### src/rtl/video_timing_gen.sv
// ============================================================================
// Module   : video_timing_gen
// Purpose  : Pixel-clock-domain raster timing generator. Waits until the
//            clock wizard's lock has been stable for LOCK_CYCLES synchronized
//            cycles, then produces sx/sy coordinates, hsync/vsync, data
//            enable and line/frame strobes, plus a completed-frame counter.
// Ports    : i_clk          pixel clock
//            reset          asynchronous active-high reset
//            i_locked       wizard lock (asynchronous to i_clk)
//            o_running      high while raster timing is running
//            o_sx, o_sy     horizontal / vertical position
//            o_hsync        horizontal sync (asserted level H_POL)
//            o_vsync        vertical sync (asserted level V_POL)
//            o_de           active-video enable
//            o_line         one-cycle strobe at sx == 0
//            o_frame        one-cycle strobe at sx == 0 && sy == 0
//            o_frame_count  completed-frame counter (wraps at 16 bits)
// Revision : 1.0  initial release
// ============================================================================
`default_nettype none

module video_timing_gen #(
  parameter int   H_RES       = 640,
  parameter int   H_FP        = 16,
  parameter int   H_SYNC      = 96,
  parameter int   H_BP        = 48,
  parameter int   V_RES       = 480,
  parameter int   V_FP        = 10,
  parameter int   V_SYNC      = 2,
  parameter int   V_BP        = 33,
  parameter logic H_POL       = 1'b0,
  parameter logic V_POL       = 1'b0,
  parameter int   LOCK_CYCLES = 16,
  parameter int   CORDW       = 10
) (
  input  logic             i_clk,
  input  logic             reset,
  input  logic             i_locked,
  output logic             o_running,
  output logic [CORDW-1:0] o_sx,
  output logic [CORDW-1:0] o_sy,
  output logic             o_hsync,
  output logic             o_vsync,
  output logic             o_de,
  output logic             o_line,
  output logic             o_frame,
  output logic [15:0]      o_frame_count
);

  localparam int c_h_total = H_RES + H_FP + H_SYNC + H_BP;
  localparam int c_v_total = V_RES + V_FP + V_SYNC + V_BP;
  localparam int c_lock_w  = (LOCK_CYCLES < 1) ? 1 : $clog2(LOCK_CYCLES + 1);

  localparam logic [CORDW-1:0] c_h_last   = CORDW'(c_h_total - 1);
  localparam logic [CORDW-1:0] c_v_last   = CORDW'(c_v_total - 1);
  localparam logic [CORDW-1:0] c_h_res    = CORDW'(H_RES);
  localparam logic [CORDW-1:0] c_v_res    = CORDW'(V_RES);
  localparam logic [CORDW-1:0] c_hs_start = CORDW'(H_RES + H_FP);
  localparam logic [CORDW-1:0] c_hs_end   = CORDW'(H_RES + H_FP + H_SYNC - 1);
  localparam logic [CORDW-1:0] c_vs_start = CORDW'(V_RES + V_FP);
  localparam logic [CORDW-1:0] c_vs_end   = CORDW'(V_RES + V_FP + V_SYNC - 1);

  localparam logic [c_lock_w-1:0] c_lock_target = c_lock_w'(LOCK_CYCLES);

  localparam logic [0:0] c_st_wait_lock = 1'b0;
  localparam logic [0:0] c_st_run       = 1'b1;

  // Two-flop synchronizer for the asynchronous lock input.
  logic [1:0]          sync_q;
  logic                lock_s;

  logic [0:0]          state_q,     state_d;
  logic [c_lock_w-1:0] lock_cnt_q,  lock_cnt_d;
  logic [CORDW-1:0]    sx_q,        sx_d;
  logic [CORDW-1:0]    sy_q,        sy_d;
  logic                hsync_q,     hsync_d;
  logic                vsync_q,     vsync_d;
  logic                de_q,        de_d;
  logic                line_q,      line_d;
  logic                frame_q,     frame_d;
  logic [15:0]         frame_cnt_q, frame_cnt_d;
  logic                run_d;

  assign lock_s = sync_q[1];

  always_comb begin
    state_d     = state_q;
    lock_cnt_d  = lock_cnt_q;
    frame_cnt_d = frame_cnt_q;
    sx_d        = '0;
    sy_d        = '0;

    case (state_q)
      c_st_wait_lock: begin
        if (!lock_s) begin
          lock_cnt_d = '0;
        end else if (lock_cnt_q == c_lock_target) begin
          // Enter RUN at the origin of a fresh frame.
          state_d    = c_st_run;
          lock_cnt_d = '0;
        end else begin
          lock_cnt_d = lock_cnt_q + c_lock_w'(1);
        end
      end

      c_st_run: begin
        if (!lock_s) begin
          state_d    = c_st_wait_lock;
          lock_cnt_d = '0;
        end else if (sx_q == c_h_last) begin
          if (sy_q == c_v_last) begin
            frame_cnt_d = frame_cnt_q + 16'd1;
          end else begin
            sy_d = sy_q + CORDW'(1);
          end
        end else begin
          sx_d = sx_q + CORDW'(1);
          sy_d = sy_q;
        end
      end

      default: state_d = c_st_wait_lock;
    endcase

    // Flags are derived from the next coordinates so that, once registered,
    // they line up with the sx/sy presented in the same cycle. Outside RUN
    // every flag falls back to its idle level.
    run_d   = (state_d == c_st_run);
    de_d    = run_d && (sx_d < c_h_res) && (sy_d < c_v_res);
    hsync_d = (run_d && (sx_d >= c_hs_start) && (sx_d <= c_hs_end)) ? H_POL : ~H_POL;
    vsync_d = (run_d && (sy_d >= c_vs_start) && (sy_d <= c_vs_end)) ? V_POL : ~V_POL;
    line_d  = run_d && (sx_d == '0);
    frame_d = line_d && (sy_d == '0);
  end

  always_ff @(posedge i_clk or posedge reset) begin
    if (reset) begin
      sync_q      <= 2'b00;
      state_q     <= c_st_wait_lock;
      lock_cnt_q  <= '0;
      sx_q        <= '0;
      sy_q        <= '0;
      hsync_q     <= ~H_POL;
      vsync_q     <= ~V_POL;
      de_q        <= 1'b0;
      line_q      <= 1'b0;
      frame_q     <= 1'b0;
      frame_cnt_q <= 16'd0;
    end else begin
      sync_q      <= {sync_q[0], i_locked};
      state_q     <= state_d;
      lock_cnt_q  <= lock_cnt_d;
      sx_q        <= sx_d;
      sy_q        <= sy_d;
      hsync_q     <= hsync_d;
      vsync_q     <= vsync_d;
      de_q        <= de_d;
      line_q      <= line_d;
      frame_q     <= frame_d;
      frame_cnt_q <= frame_cnt_d;
    end
  end

  assign o_running     = (state_q == c_st_run);
  assign o_sx          = sx_q;
  assign o_sy          = sy_q;
  assign o_hsync       = hsync_q;
  assign o_vsync       = vsync_q;
  assign o_de          = de_q;
  assign o_line        = line_q;
  assign o_frame       = frame_q;
  assign o_frame_count = frame_cnt_q;

endmodule

`default_nettype wire

### config.mk
export PLATFORM = sky130hd
export DESIGN_NAME = video_timing_gen
export DESIGN_NICKNAME = d
export VERILOG_FILES = /design/src/rtl/video_timing_gen.sv
export SDC_FILE = /design/constraint.sdc
export NUM_CORES = 1
export LEC_CHECK = 0
export ABC_AREA = 1
export CAP_MARGIN = 20
export CORE_ASPECT_RATIO = 0.7
export CORE_MARGIN = 2
export CORE_UTILIZATION = 30
export DETAILED_ROUTE_END_ITERATION = 7
export PLACE_DENSITY = 0.57
export RECOVER_POWER = 25
export SLEW_MARGIN = 15
export SYNTH_ARGS = -nofsm -noshare
export SYNTH_HDL_FRONTEND = slang
export SYNTH_SLANG_ARGS = --single-unit
export TNS_END_PERCENT = 50
### constraint.sdc
create_clock -name i_clk -period 1.75 [get_ports i_clk]
set_clock_uncertainty 0.15 [all_clocks]
set_input_delay 0.35 -clock i_clk [delete_from_list [all_inputs] [get_ports i_clk]]
set_output_delay 0.35 -clock i_clk [all_outputs]
set_load 0.05 [all_outputs]
* After elaboration in Yosys (flattened, before gate mapping)
Cells that the tools add are included.
** Storage, ports and cells
- Output and inout bits :: 42
- Bits in registers :: 49
** Operators by class
- Equality and inequality tests :: 4
- Reduce and logical (&&, ||, !) cells :: 11
- Add/sub/neg operators :: 4
- Order comparisons :: 6
- Bitwise logic cells :: 1
- Mux-type cells :: 17
** Operators by type and width (number)
- two-way mux 10 bit :: 7
- adder 10 x 1 -> 10 bit, second input constant :: 2
- equality test 10 bit, second input constant :: 2
- logical NOT 10 bit :: 2
- adder 16 x 1 -> 16 bit, second input constant :: 1
- two-way mux 5 bit :: 3
- >= comparator 10 bit, second input constant :: 1
- >= comparator 10 x 9 -> 1 bit, second input constant :: 1
- less-or-equal comparator 10 bit, second input constant :: 1
- less-or-equal comparator 10 x 9 -> 1 bit, second input constant :: 1
- less-than comparator 10 bit, second input constant :: 1
- less-than comparator 10 x 9 -> 1 bit, second input constant :: 1
- case mux 5 bit (2 select lines) :: 1
- logical AND 1 bit :: 8
- adder 5 x 1 -> 5 bit, second input constant :: 1
- equality test 5 bit, second input constant :: 1
- two-way mux 1 bit :: 5
- AND reduction 4 bit :: 1
- inequality test 2 bit, second input constant :: 1
- case mux 1 bit (2 select lines) :: 1
- inverter 1 bit :: 1

* Logic depth before layout (Yosys ltp)
Gate-level depths: netlist of run 1.
- Depth after elaboration :: 9
- Gate-level depth with buffers :: 13

* Worst setup path after synthesis of run 1
No wires, ideal clock.
- Path type :: reg-to-reg
- From :: register sx_q[0], in the netlist o_sx[0]
- To :: register frame_cnt_q[6], in the netlist o_frame_count[6]
- Cell stages (with the launch flop) :: 10
- Arrival time :: 2.029 ns
- Path buffers :: 0
- Slack :: -0.555 ns
- Cells stage by stage :: dfrtp_1 ha_1 nand3_2 nor2_2 nand2_4 nor2_4 nand2_1 nor2_2 nand3_1 xor2_1
** On the way
- Cells in the longest elaborated chain, start to end :: 2
** RTL lines
- start, declared :: line 74 : logic [CORDW-1:0] sx_q, sx_d;
- start signal, assigned :: line 141 : sx_q <= '0;
- start signal, assigned :: line 153 : sx_q <= sx_d;
- equality test 10 bit :: line 110 : end else if (sx_q == c_h_last) begin
- AND reduction 4 bit (no line)
- end signal, assigned :: line 160 : frame_cnt_q <= frame_cnt_d;
- end, declared :: line 81 : logic [15:0] frame_cnt_q, frame_cnt_d;
No other way between the ends.
A chain may end at the register's enable or synchronous reset.

* Final worst setup path of run 1
- From :: register sx_q[1], in the netlist o_sx[1]
- To :: register vsync_q, in the netlist o_vsync
** On the way
- Cells in the longest elaborated chain, start to end :: 8
- Elaborated cells on any way between the ends :: 9
** RTL lines
- equality test 10 bit (*) :: line 110
- two-way mux 10 bit (*) :: line 110
- two-way mux 10 bit (*) :: line 107 : if (!lock_s) begin
- two-way mux 10 bit (*) :: line 93 : case (state_q)
- net sy_d[6] :: line 75 : logic [CORDW-1:0] sy_q, sy_d;
- >= comparator 10 x 9 -> 1 bit :: line 131 : vsync_d = (run_d && (sy_d >= c_vs_start) && (sy_d <= c_vs_end)) ? V_POL : ~V_POL;
- logical AND 1 bit :: line 131
- logical AND 1 bit (*) :: line 131
- two-way mux 1 bit (*) :: line 131
- net vsync_d :: line 77 : logic vsync_q, vsync_d;
- end signal, assigned :: line 144 : vsync_q <= ~V_POL;
- end signal, assigned :: line 156 : vsync_q <= vsync_d;
- end, declared :: line 77
Mark *: on every way through the listed nets, which the timed path passes. The rest lies on a longest branch.

==> qor.csv, run 1 <==
stage;metric;value;unit
die;die area;10100;sq um
sta;Max Freq;517;MHz
logic_synthesis;Net Count, Synth;377;
finish;Diodes inserted;0;
logic_synthesis;sequential area share after synthesis;0.440;
power_and_ir_drop;sw frac;0.223;
routing;DRC;0;
sta;Slew @ Worst Pin;0.613;ns
sta;Slew HR;0.591;
placement;final HPWL from detailed placement;6.15;mm
routing;post-route antenna net violation count;0;
global_route;GR Util All Layers;0.165;
finish;NumNets Final;502;
worst_setup_path;Critical Path AT;2.00;ns
power_and_ir_drop;pwr dens;461;nW/um^2
logic_synthesis;Netlist Area Pre-Place;2790;sq um
run;number of max-cap violations;0;
finish;Fill cells;855;
routing;Routed WL;7.89;mm
clock_tree;clk slew on worst S/H paths;0.07;ns
die;Initial Utilization;0.308;
sta;Final Worst Setup Slack;-0.184;ns
logic_synthesis;largest cells by area after synthesis;dfrtp_1, nand2_1, inv_1;
worst_setup_path;CP required;1.81;ns
die;area of the core;9070;sq um
finish;final instance area;4710;sq um
power_and_ir_drop;LEAKAGE;2.24;nW
die;Die Y;84.7;um
sta;fin crit share;1.10;
sta;Setup-failing EPs final;20;
global_route;met1 Use GR;0.255;
worst_setup_path;Worst Reg2Reg Path Length in Cells;11;
logic_synthesis;post-synth top area share;0.421;
sta;crit path time final;1.93;ns
sta;Slew Viols, Final;0;
power_and_ir_drop;Overall Power;2.17;mW
hold_path;Hold Path Class;register to register;
clock_tree;CTS root buf;clkbuf_16;
clock_tree;CTS sink count;49;
logic_synthesis;Synth area leader;dfrtp_1;
logic_synthesis;Distinct cells, synth;28;
global_route;first-pass GRT wire length;13.5;mm
finish;proportion of layout cells with a drive suffix above 1;0.393;
worst_setup_path;Setup CP Type;register to register;
logic_synthesis;syn_area_per_cell;7.59;sq um
placement;dpl cell area;4360;sq um
die;num rows;29;
power_and_ir_drop;P_int;1.69;mW
sta;final hold slack;0.202;ns
routing;vias per inst;4.55;
sta;unrepaired setup endpoints after global routing;true;
worst_setup_path;Worst Path Max Fanout;10;
clock_tree;Num CTS Buffers;5;
die;Die Wd;119;um
power_and_ir_drop;Clk pwr share;0.448;
clock_tree;CTS Hold Bufs;0;
placement;routability cong.;0.879;
routing;Routed WL per cell;12.8;um
placement;port buffer count;44;
global_route;met2 Use GR;0.240;
power_and_ir_drop;Seq pwr share;0.528;
logic_synthesis;post-synthesis cell count;368;
finish;area of the multi-input gates;1480;sq um
logic_synthesis;total number of yosys warnings;0;
power_and_ir_drop;VDD IR max;0.324;mV
run_status;failing checks;negative setup slack;
finish;Reg area;1240;sq um
power_and_ir_drop;Logic pwr share;0.024;
clock_tree;Bufs on Longest Clock Path;2;
worst_setup_path;Critical Path Start Type;register;
finish;area delta synth->final;68.5;%
clock_tree;H-Tree Depth;2;
hold_path;hold depth;0;
global_route;global routing's busiest layer;met1;
clock_tree;Worst-Skew Late Latency;0.29;ns
sta;Final Hold Fails;0;
sta;setup TNS;-1.71;ns
power_and_ir_drop;switching pwr;484;uW
worst_setup_path;CP endpoint kind;register;
global_route;pin count of the biggest net entering global routing;45;
clock_tree;TritonCTS clock tree;built;
routing;drt pass-1 iters;4;
global_route;initial antenna violation count;0;
routing;Detailed Route Iter0 Violations;116;
routing;DR vias;2810;
run_status;status;finished, violations left;
global_route;grt total ovfl;0;
global_route;GRT met3 Usage;0.0245;
die;# IOs;45;
logic_synthesis;register bit total from synthesis;49;
global_route;number of global-route vias before repair;2820;
==> cell usage after synthesis (all sizes together) <==
cell type / instances
o21bai: 1
a21oi: 3
nor4: 3
xor2: 14
o22ai: 2
nand3: 38
nand4: 14
a31oi: 1
inv: 66
o21ai: 16
dfrtp: 47
nand3b: 2
nor2: 48
xnor2: 4
buf: 2
nor3: 8
nand2: 91
ha: 6
dfstp: 2
==> path summary, 6_finish.rpt <==
kind                                  end  startpoint  slack [ns]
max in group asynchronous         o_sx[2]       reset        0.28
worst min register to register  sync_q[1]   sync_q[0]        0.20
worst min-delay path            sync_q[1]   sync_q[0]        0.20
min in group asynchronous       sync_q[0]       reset        0.25
worst max-delay path              o_vsync     o_sx[1]       -0.18
worst max register to register    o_vsync     o_sx[1]       -0.18
==> cell usage in the layout (no fill, tap or decap), types with 4 or more instances in the layout <==
| cell type | count |
|---|---|
| xor2_1 | 14 |
| nor2_4 | 6 |
| nand2_1 | 80 |
| inv_1 | 60 |
| nor2_2 | 10 |
| dfrtp_1 | 38 |
| nand3_2 | 8 |
| clkbuf_16 | 5 |
| nor3_2 | 4 |
| o21ai_0 | 8 |
| nand2_2 | 8 |
| nand3_1 | 29 |
| dfrtp_2 | 9 |
| nand4_1 | 14 |
| nor2_1 | 32 |
| o21ai_2 | 5 |
| inv_2 | 6 |
| buf_4 | 69 |
| buf_12 | 40 |
| ha_1 | 4 |
| xnor2_1 | 4 |
| buf_6 | 8 |
==> sequential cells by signal (all words and copies together) (netlist names) <==
signal         flops
o_frame_count     16
o_sx              10
o_sy              10
lock_cnt_q         5
sync_q             2
o_de               1
o_frame            1
o_hsync            1
o_line             1
o_running          1
o_vsync            1
==> power by group through the flow <==
stage,combinational (mW),sequential [mW],clock (mW)
CTS,0.0589,1.15,0.992
detailed placement,0.0589,1.17,0
finish,0.0516,1.15,0.973
global placement,0.0558,1.17,0
floorplan,0.0322,1.17,0
global route,0.0612,1.15,1.03
==> stage by stage <==
step / util / worst slack (ns) / std cells
3_5_place_dp: 0.481 / -0.244 / 602
3_3_place_gp: 0.481 / -0.180 / 602
6_report: 0.519 / -0.184 / 618
4_1_cts: 0.507 / -0.158 / 615
2_1_floorplan: - / -0.240 / 368
5_1_grt: 0.519 / -0.340 / 618
==> area by class of cell <==
| cell class | instances | share of cell area |
|---|---|---|
| multi-input cells | 251 | 0.315 |
| repair buffers | 120 | 0.305 |
| flip-flops and latches | 49 | 0.263 |
| inverters | 66 | 0.0526 |
| well taps | 124 | 0.0330 |
| clock buffers | 5 | 0.0266 |
| clock inverters | 3 | 0.00452 |
==> cell families (layout without fill, tap and decap cells) <==
kind of cell / count (synthesis) / in the layout / synth area share
flops: 49 / 49 / 0.440
xor+xnor: 18 / 18 / 0.0565
fa+ha+maj: 6 / 6 / 0.0269
buf+inv: 68 / 194 / 0.0941
compound gates: 23 / 23 / 0.0435
simple gates: 204 / 204 / 0.339
==> worst max-delay path: stages (launching register included) <==
cell and delay (ns):
dfrtp_2 0.43, ha_4 0.18, nand3_4 0.09, nor2_4 0.05, nand2_4 0.11, nor2_4 0.07
nor2_4 0.25, nand2_1 0.11, nor2_2 0.14, nand2_1 0.07, nor2_1 0.11, nand3_1 0.09
==> routing by layer <==
metal / share of wire / up-vias / wire (um)
li1: - / 1418 / -
met5: 0 / - / 0
met2: 0.44 / 48 / 3480
met4: 0.0098 / 0 / 77
met3: 0.033 / 8 / 258
met1: 0.52 / 1336 / 4070
==> what timing repair did <==
action                                  in CTS  in global routing
pin swaps                                    7                  9
buffers inserted                             5                  4
hold endpoints to repair                     0                  0
resized for setup                           19                 26
endpoints found under the setup margin      25                 30
Note: power is estimated with default switching activity, not from simulation.
==> inputs of run 2 (changes only) <==
Settings changed: CORE_ASPECT_RATIO 0.7 to unset, CORE_MARGIN 2 to unset, MAX_ROUTING_LAYER set to met4.
==> qor.csv, run 2 (synthesis results as in run 1) <==
stage;metric;value;unit;change
run;number of max-cap violations;0;;unchanged
routing;post-route antenna net violation count;0;;unchanged
clock_tree;CTS root buf;clkbuf_8;;
sta;setup TNS;-1.64;ns;+0.0730 ns
routing;routed wire length on met2;3.80;mm;+9.3%
sta;Final Worst Setup Slack;-0.155;ns;+0.0282 ns
clock_tree;Num CTS Buffers;5;;unchanged
sta;unrepaired setup endpoints after global routing;true;;
global_route;GR Util All Layers;0.168;;+0.00374
finish;proportion of layout cells with a drive suffix above 1;0.398;;+0.00527
run_status;failing checks;negative setup slack;;
clock_tree;TritonCTS clock tree;built;;
sta;crit path time final;1.91;ns;-0.0282 ns
sta;Max Freq;525;MHz;+1.5%
sta;final hold slack;0.211;ns;+0.00904 ns
global_route;pin count of the biggest net entering global routing;50;;+11%
sta;Slew HR;0.544;;-0.0476
placement;dpl cells;583;;-3.2%
power_and_ir_drop;pwr dens;406;nW/um^2;-12%
worst_setup_path;Setup CP Type;register to register;;
worst_setup_path;Worst Reg2Reg Path Length in Cells;12;;+1
hold_path;hold depth;0;;unchanged
finish;most common cell after layout, fill and taps aside;nand2_1;;
finish;area of the multi-input gates;1530;sq um;+3.2%
routing;wl on met1;3.56;mm;-13%
routing;drt pass-1 iters;6;;+2
worst_setup_path;Worst Path Max Fanout;6;;-4
global_route;number of global-route vias before repair;2763;;-2.0%
run_status;status;finished, violations left;;
global_route;first-pass GRT wire length;12.6;mm;-6.6%
routing;Highest Signal Layer;met4;;
worst_setup_path;CP endpoint kind;register;;
clock_tree;H-Tree Depth;2;;unchanged
power_and_ir_drop;LEAKAGE;2.28;nW;+1.5%
finish;NumNets Final;503;;+0.20%
finish;Diodes inserted;0;;unchanged
die;Die Y;98.5;um;+16%
sta;Slew @ Worst Pin;0.684;ns;+0.0714 ns
finish;Layout Cells excl Fill;603;;-2.4%
finish;area delta synth->final;68.1;%;
worst_setup_path;CP required;1.85;ns;+0.04 ns
routing;DR WL met3;277;um;+7.4%
routing;DRC;0;;unchanged
finish;commonest cells after routing, fill and taps aside;nand2_1, buf_4, inv_1, buf_12, dfrtp_1;;
clock_tree;Worst-Skew Late Latency;0.31;ns;+0.02 ns
finish;Reg area;1240;sq um;unchanged
clock_tree;clk slew on worst S/H paths;0.09;ns;+0.02 ns
finish;final core occ;0.531;;+0.0116
routing;Routed WL;7.81;mm;-1.1%
finish;Fill cells;776;;-9.2%
clock_tree;CTS Hold Bufs;0;;unchanged
clock_tree;CTS sink count;49;;unchanged
sta;Final Hold Fails;0;;unchanged
power_and_ir_drop;Overall Power;1.91;mW;-12%
placement;routability cong.;0.838;;-4.6%
die;die area;9700;sq um;-4.1%
sta;Setup-failing EPs final;19;;-5.0%
power_and_ir_drop;VDD IR max;0.308;mV;-5.0%
die;# IOs;45;;unchanged
die;Initial Utilization;0.316;;+0.00775
sta;fin crit share;1.09;;-0.0161
global_route;grt total ovfl;0;;unchanged
die;Die Wd;98.5;um;-17%
placement;port buffer count;44;;unchanged
sta;Slew Viols, Final;0;;unchanged
routing;Routed WL per cell;12.9;um;+1.4%
routing;vias per inst;4.70;;+3.3%
worst_setup_path;Critical Path Start Type;register;;
hold_path;Hold Path Class;register to register;;
routing;DR vias;2832;;+0.78%
finish;max FFs per register;16;;unchanged
die;num rows;34;;+17%
clock_tree;Bufs on Longest Clock Path;2;;unchanged
die;area of the core;8850;sq um;-2.5%
placement;final HPWL from detailed placement;5.58;mm;-9.4%
routing;Detailed Route Iter0 Violations;99;;-15%
global_route;initial antenna violation count;0;;unchanged
worst_setup_path;Critical Path AT;2.01;ns;about the same
[run 2: final cells by class]
cell class,instances,share of cell area
Clock buffer,8,0.0192
Timing Repair Buffer,120,0.309
Multi-Input combinational cell,252,0.326
Tap cell,108,0.0288
Sequential cell,49,0.264
Inverter,66,0.0528
[run 2: repair_timing]
item / 4_1_cts / 5_1_grt
endpoints found under the setup margin: 22 / 29
gates cloned: 2 / 0
pin swaps: 11 / 23
gates resized for setup: 19 / 35
buffers inserted: 5 / 5
[run 2: path summary, 6_finish.rpt]
| check | startpoint | end | slack, ns |
|---|---|---|---|
| max | o_sx[1] | o_frame | -0.16 |
| min | sync_q[0] | sync_q[1] | 0.21 |
| max reg2reg | o_sx[1] | o_frame | -0.16 |
| min reg2reg | sync_q[0] | sync_q[1] | 0.21 |
| max in group asynchronous | reset | o_sx[1] | 0.41 |
| min in group asynchronous | reset | o_frame_count[12] | 0.53 |
[run 2: where the power goes]
group	leakage, nW	switching, mW	internal (mW)
Combinational	1.58	0.0350	0.0142
Sequential	0.656	0.00608	1.14
Clock	0.0455	0.388	0.323
Total	2.28	0.429	1.48
[run 2: stage by stage]
step	instance area [sq um]	setup slack, ns
5_1_grt	4690	-0.262
3_5_place_dp	4320	-0.284
4_1_cts	4540	-0.165
3_3_place_gp	4320	-0.225
2_1_floorplan	2870	-0.240
6_report	4690	-0.155
[run 2: critical path: stages, from the launching register on]
cell     delay, ns
dfrtp_2       0.39
ha_4          0.17
nand2_4       0.06
nor2_4        0.11
nand2_2       0.07
nor2_4        0.19
buf_12        0.15
nand3_1       0.10
nand3_2       0.10
nand2_1       0.07
nor2_1        0.13
nand2_1       0.08
nor2_2        0.08
[run 2: per-layer routing]
layer | GRT usage | up-vias
met2 | 0.269 | 75
met4 | 0.0666 | 0
met1 | 0.215 | 1326
met3 | 0.0255 | 12
met5 | - | -
li1 | - | 1419
==> inputs of run 3 (changes only) <==
Settings changed: CAP_MARGIN 20 to unset, CORE_UTILIZATION 30 to 40, PLACE_DENSITY 0.57 to 0.7, SLEW_MARGIN 15 to 25.
==> qor.csv, run 3 (synthesis results as in run 1) <==
stage;metric;value;unit;change
sta;Slew @ Worst Pin;0.961;ns;+0.276 ns
sta;Slew Viols, Final;0;;unchanged
clock_tree;CTS sink count;49;;unchanged
die;die area;7320;sq um;-25%
sta;crit path time final;1.93;ns;+0.0280 ns
global_route;met2 Use GR;0.409;;+0.139
die;Die Wd;85.6;um;-13%
routing;Routed WL;9.15;mm;+17%
finish;area of the multi-input gates;1590;sq um;+3.8%
routing;DRC;0;;unchanged
worst_setup_path;crit path buf inv count;3;;+2
placement;dpl cells;559;;-4.1%
placement;Setup WS pre-CTS;-0.224;ns;+0.0594 ns
sta;Max Freq;517;MHz;-1.4%
worst_setup_path;cell with the largest stage delay on the worst path;dfrtp_2;;
run_status;status;finished, violations left;;
die;Initial Utilization;0.413;;+0.0977
placement;routability cong.;0.974;;+16%
clock_tree;CTS Hold Bufs;0;;unchanged
global_route;GR Util All Layers;0.245;;+0.0770
worst_setup_path;r2r endpoint;o_vsync;;
worst_setup_path;Critical Path Start Type;register;;
global_route;number of global-route vias before repair;2928;;+6.0%
worst_setup_path;CP top delay family;simple AND/OR/NAND/NOR gates;;
placement;port buffer count;44;;unchanged
die;num rows;30;;-12%
clock_tree;clk slew on worst S/H paths;0.10;ns;about the same
finish;NumNets Final;509;;+1.2%
run;number of max-cap violations;0;;unchanged
hold_path;Hold Path Class;input pin to async pin;;
clock_tree;TritonCTS clock tree;built;;
worst_setup_path;Critical Path AT;2.04;ns;+0.03 ns
worst_setup_path;worst-path cell chain;buf_4 -> ha_1 -> inv_2 -> nor2_4 -> buf_4 -> nand4_1 -> nand2_2 -> nor2_4 -> nand2_2 -> nor2_2 -> nand3_1;;
power_and_ir_drop;pwr dens;458;nW/um^2;+13%
finish;max FFs per register;16;;unchanged
die;area of the core;6760;sq um;-24%
global_route;met1 Use GR;0.304;;+0.0884
global_route;first-pass GRT wire length;13.6;mm;+8.2%
power_and_ir_drop;VDD IR max;0.384;mV;+25%
sta;setup TNS;-2.22;ns;-0.585 ns
clock_tree;H-Tree Depth;2;;unchanged
global_route;grt total ovfl;0;;unchanged
run_status;failing checks;negative setup slack;;
sta;Final Worst Setup Slack;-0.183;ns;-0.0280 ns
routing;vias per inst;5.37;;+14%
die;# IOs;45;;unchanged
worst_setup_path;CP endpoint kind;register;;
routing;post-route antenna net violation count;0;;unchanged
global_route;global routing's busiest layer;met2;;
clock_tree;Bufs on Longest Clock Path;2;;unchanged
worst_setup_path;R2R Setup Slk;-0.18;ns;-0.03 ns
sta;unrepaired setup endpoints after global routing;true;;
die;Die Y;85.6;um;-13%
global_route;initial antenna violation count;0;;unchanged
routing;DR vias;3122;;+10%
sta;Setup-failing EPs final;23;;+4
global_route;GRT met3 Usage;0.0423;;+0.0168
finish;proportion of layout cells with a drive suffix above 1;0.427;;+0.0292
finish;most common cell after layout, fill and taps aside;nand2_1;;
sta;fin crit share;1.10;;+0.0160
global_route;pin count of the biggest net entering global routing;29;;-42%
worst_setup_path;FF-to-FF Start;o_sy[0];;
worst_setup_path;Max stage delay on crit path;0.43;ns;+0.04 ns
finish;Fill cells;452;;-42%
routing;drt pass-1 iters;5;;-1
finish;commonest cells after routing, fill and taps aside;nand2_1, buf_4, inv_1, buf_12, dfrtp_1;;
sta;Final Hold Fails;0;;unchanged
routing;Detailed Route Iter0 Violations;236;;+140%
finish;Layout Cells excl Fill;581;;-3.6%
clock_tree;Num CTS Buffers;5;;unchanged
placement;final HPWL from detailed placement;5.86;mm;+5.1%
finish;area delta synth->final;71.6;%;
power_and_ir_drop;LEAKAGE;2.35;nW;+3.2%
routing;Routed WL per cell;15.7;um;+22%
worst_setup_path;Worst Reg2Reg Path Length in Cells;11;;-1
clock_tree;CTS root buf;clkbuf_8;;
worst_setup_path;Setup CP Type;register to register;;
sta;Slew HR;0.358;;-0.185
finish;Reg area;1240;sq um;unchanged
worst_setup_path;Worst Path Max Fanout;4;;-2
worst_setup_path;CP required;1.85;ns;about the same
clock_tree;Worst-Skew Late Latency;0.32;ns;about the same
finish;Diodes inserted;0;;unchanged
run 3: cell count changes in the layout (fill, tap and decap cells not counted), moves of 3 or more:
cell / before / now
nand2_1: 79 / 73
buf_6: 7 / 11
nand2_2: 7 / 14
o21ai_1: 3 / 6
buf_4: 69 / 72
run 3: repair_timing:
action,in CTS,in global routing
pin swaps,16,30
endpoints found under the hold margin,0,0
gates resized for setup,28,45
endpoints found under the setup margin,22,29
cloned,1,0
setup buffers,4,9
run 3: stage by stage:
step	hold WS, ns	power, mW	area, sq um	util
3_5_place_dp	0.200	1.23	4310	0.638
4_1_cts	0.0559	2.21	4580	0.677
6_report	0.158	2.20	4790	0.709
2_1_floorplan	0.181	1.20	2870	-
3_3_place_gp	0.186	1.23	4310	0.638
5_1_grt	0.164	2.26	4790	0.709
run 3: layout make-up:
type | instances | area share
Timing Repair Buffer | 126 | 0.309
Clock buffer | 5 | 0.0144
Tap cell | 80 | 0.0209
Sequential cell | 49 | 0.259
Inverter | 66 | 0.0517
Clock inverter | 3 | 0.0136
Multi-Input combinational cell | 252 | 0.331
run 3: report_power, final:
| group | total [mW] | internal (mW) | switching (mW) |
|---|---|---|---|
| combinational | 0.0530 | 0.0156 | 0.0373 |
| sequential | 1.15 | 1.14 | 0.00576 |
| clock | 0.997 | 0.568 | 0.429 |
run 3: per-layer routing:
metal  wire length [um]  up-vias
met4                228        0
met3                484       27
met5                  0        -
met1               3630     1520
met2               4800      140
li1                   -     1435
run 3: worst max-delay path by stage:
stage                     startpoint           endpoint  slack, ns  cells past startpoint
after floorplan              o_sx[0]            o_vsync      -0.24                     13
after global placement       o_sx[5]            o_vsync      -0.18                     11
after detailed placement     o_sx[5]            o_vsync      -0.22                     11
after CTS                    o_sy[1]  o_frame_count[12]      -0.13                      9
after global routing         o_sx[1]            o_frame      -0.29                     11
final                        o_sy[0]            o_vsync      -0.18                     11
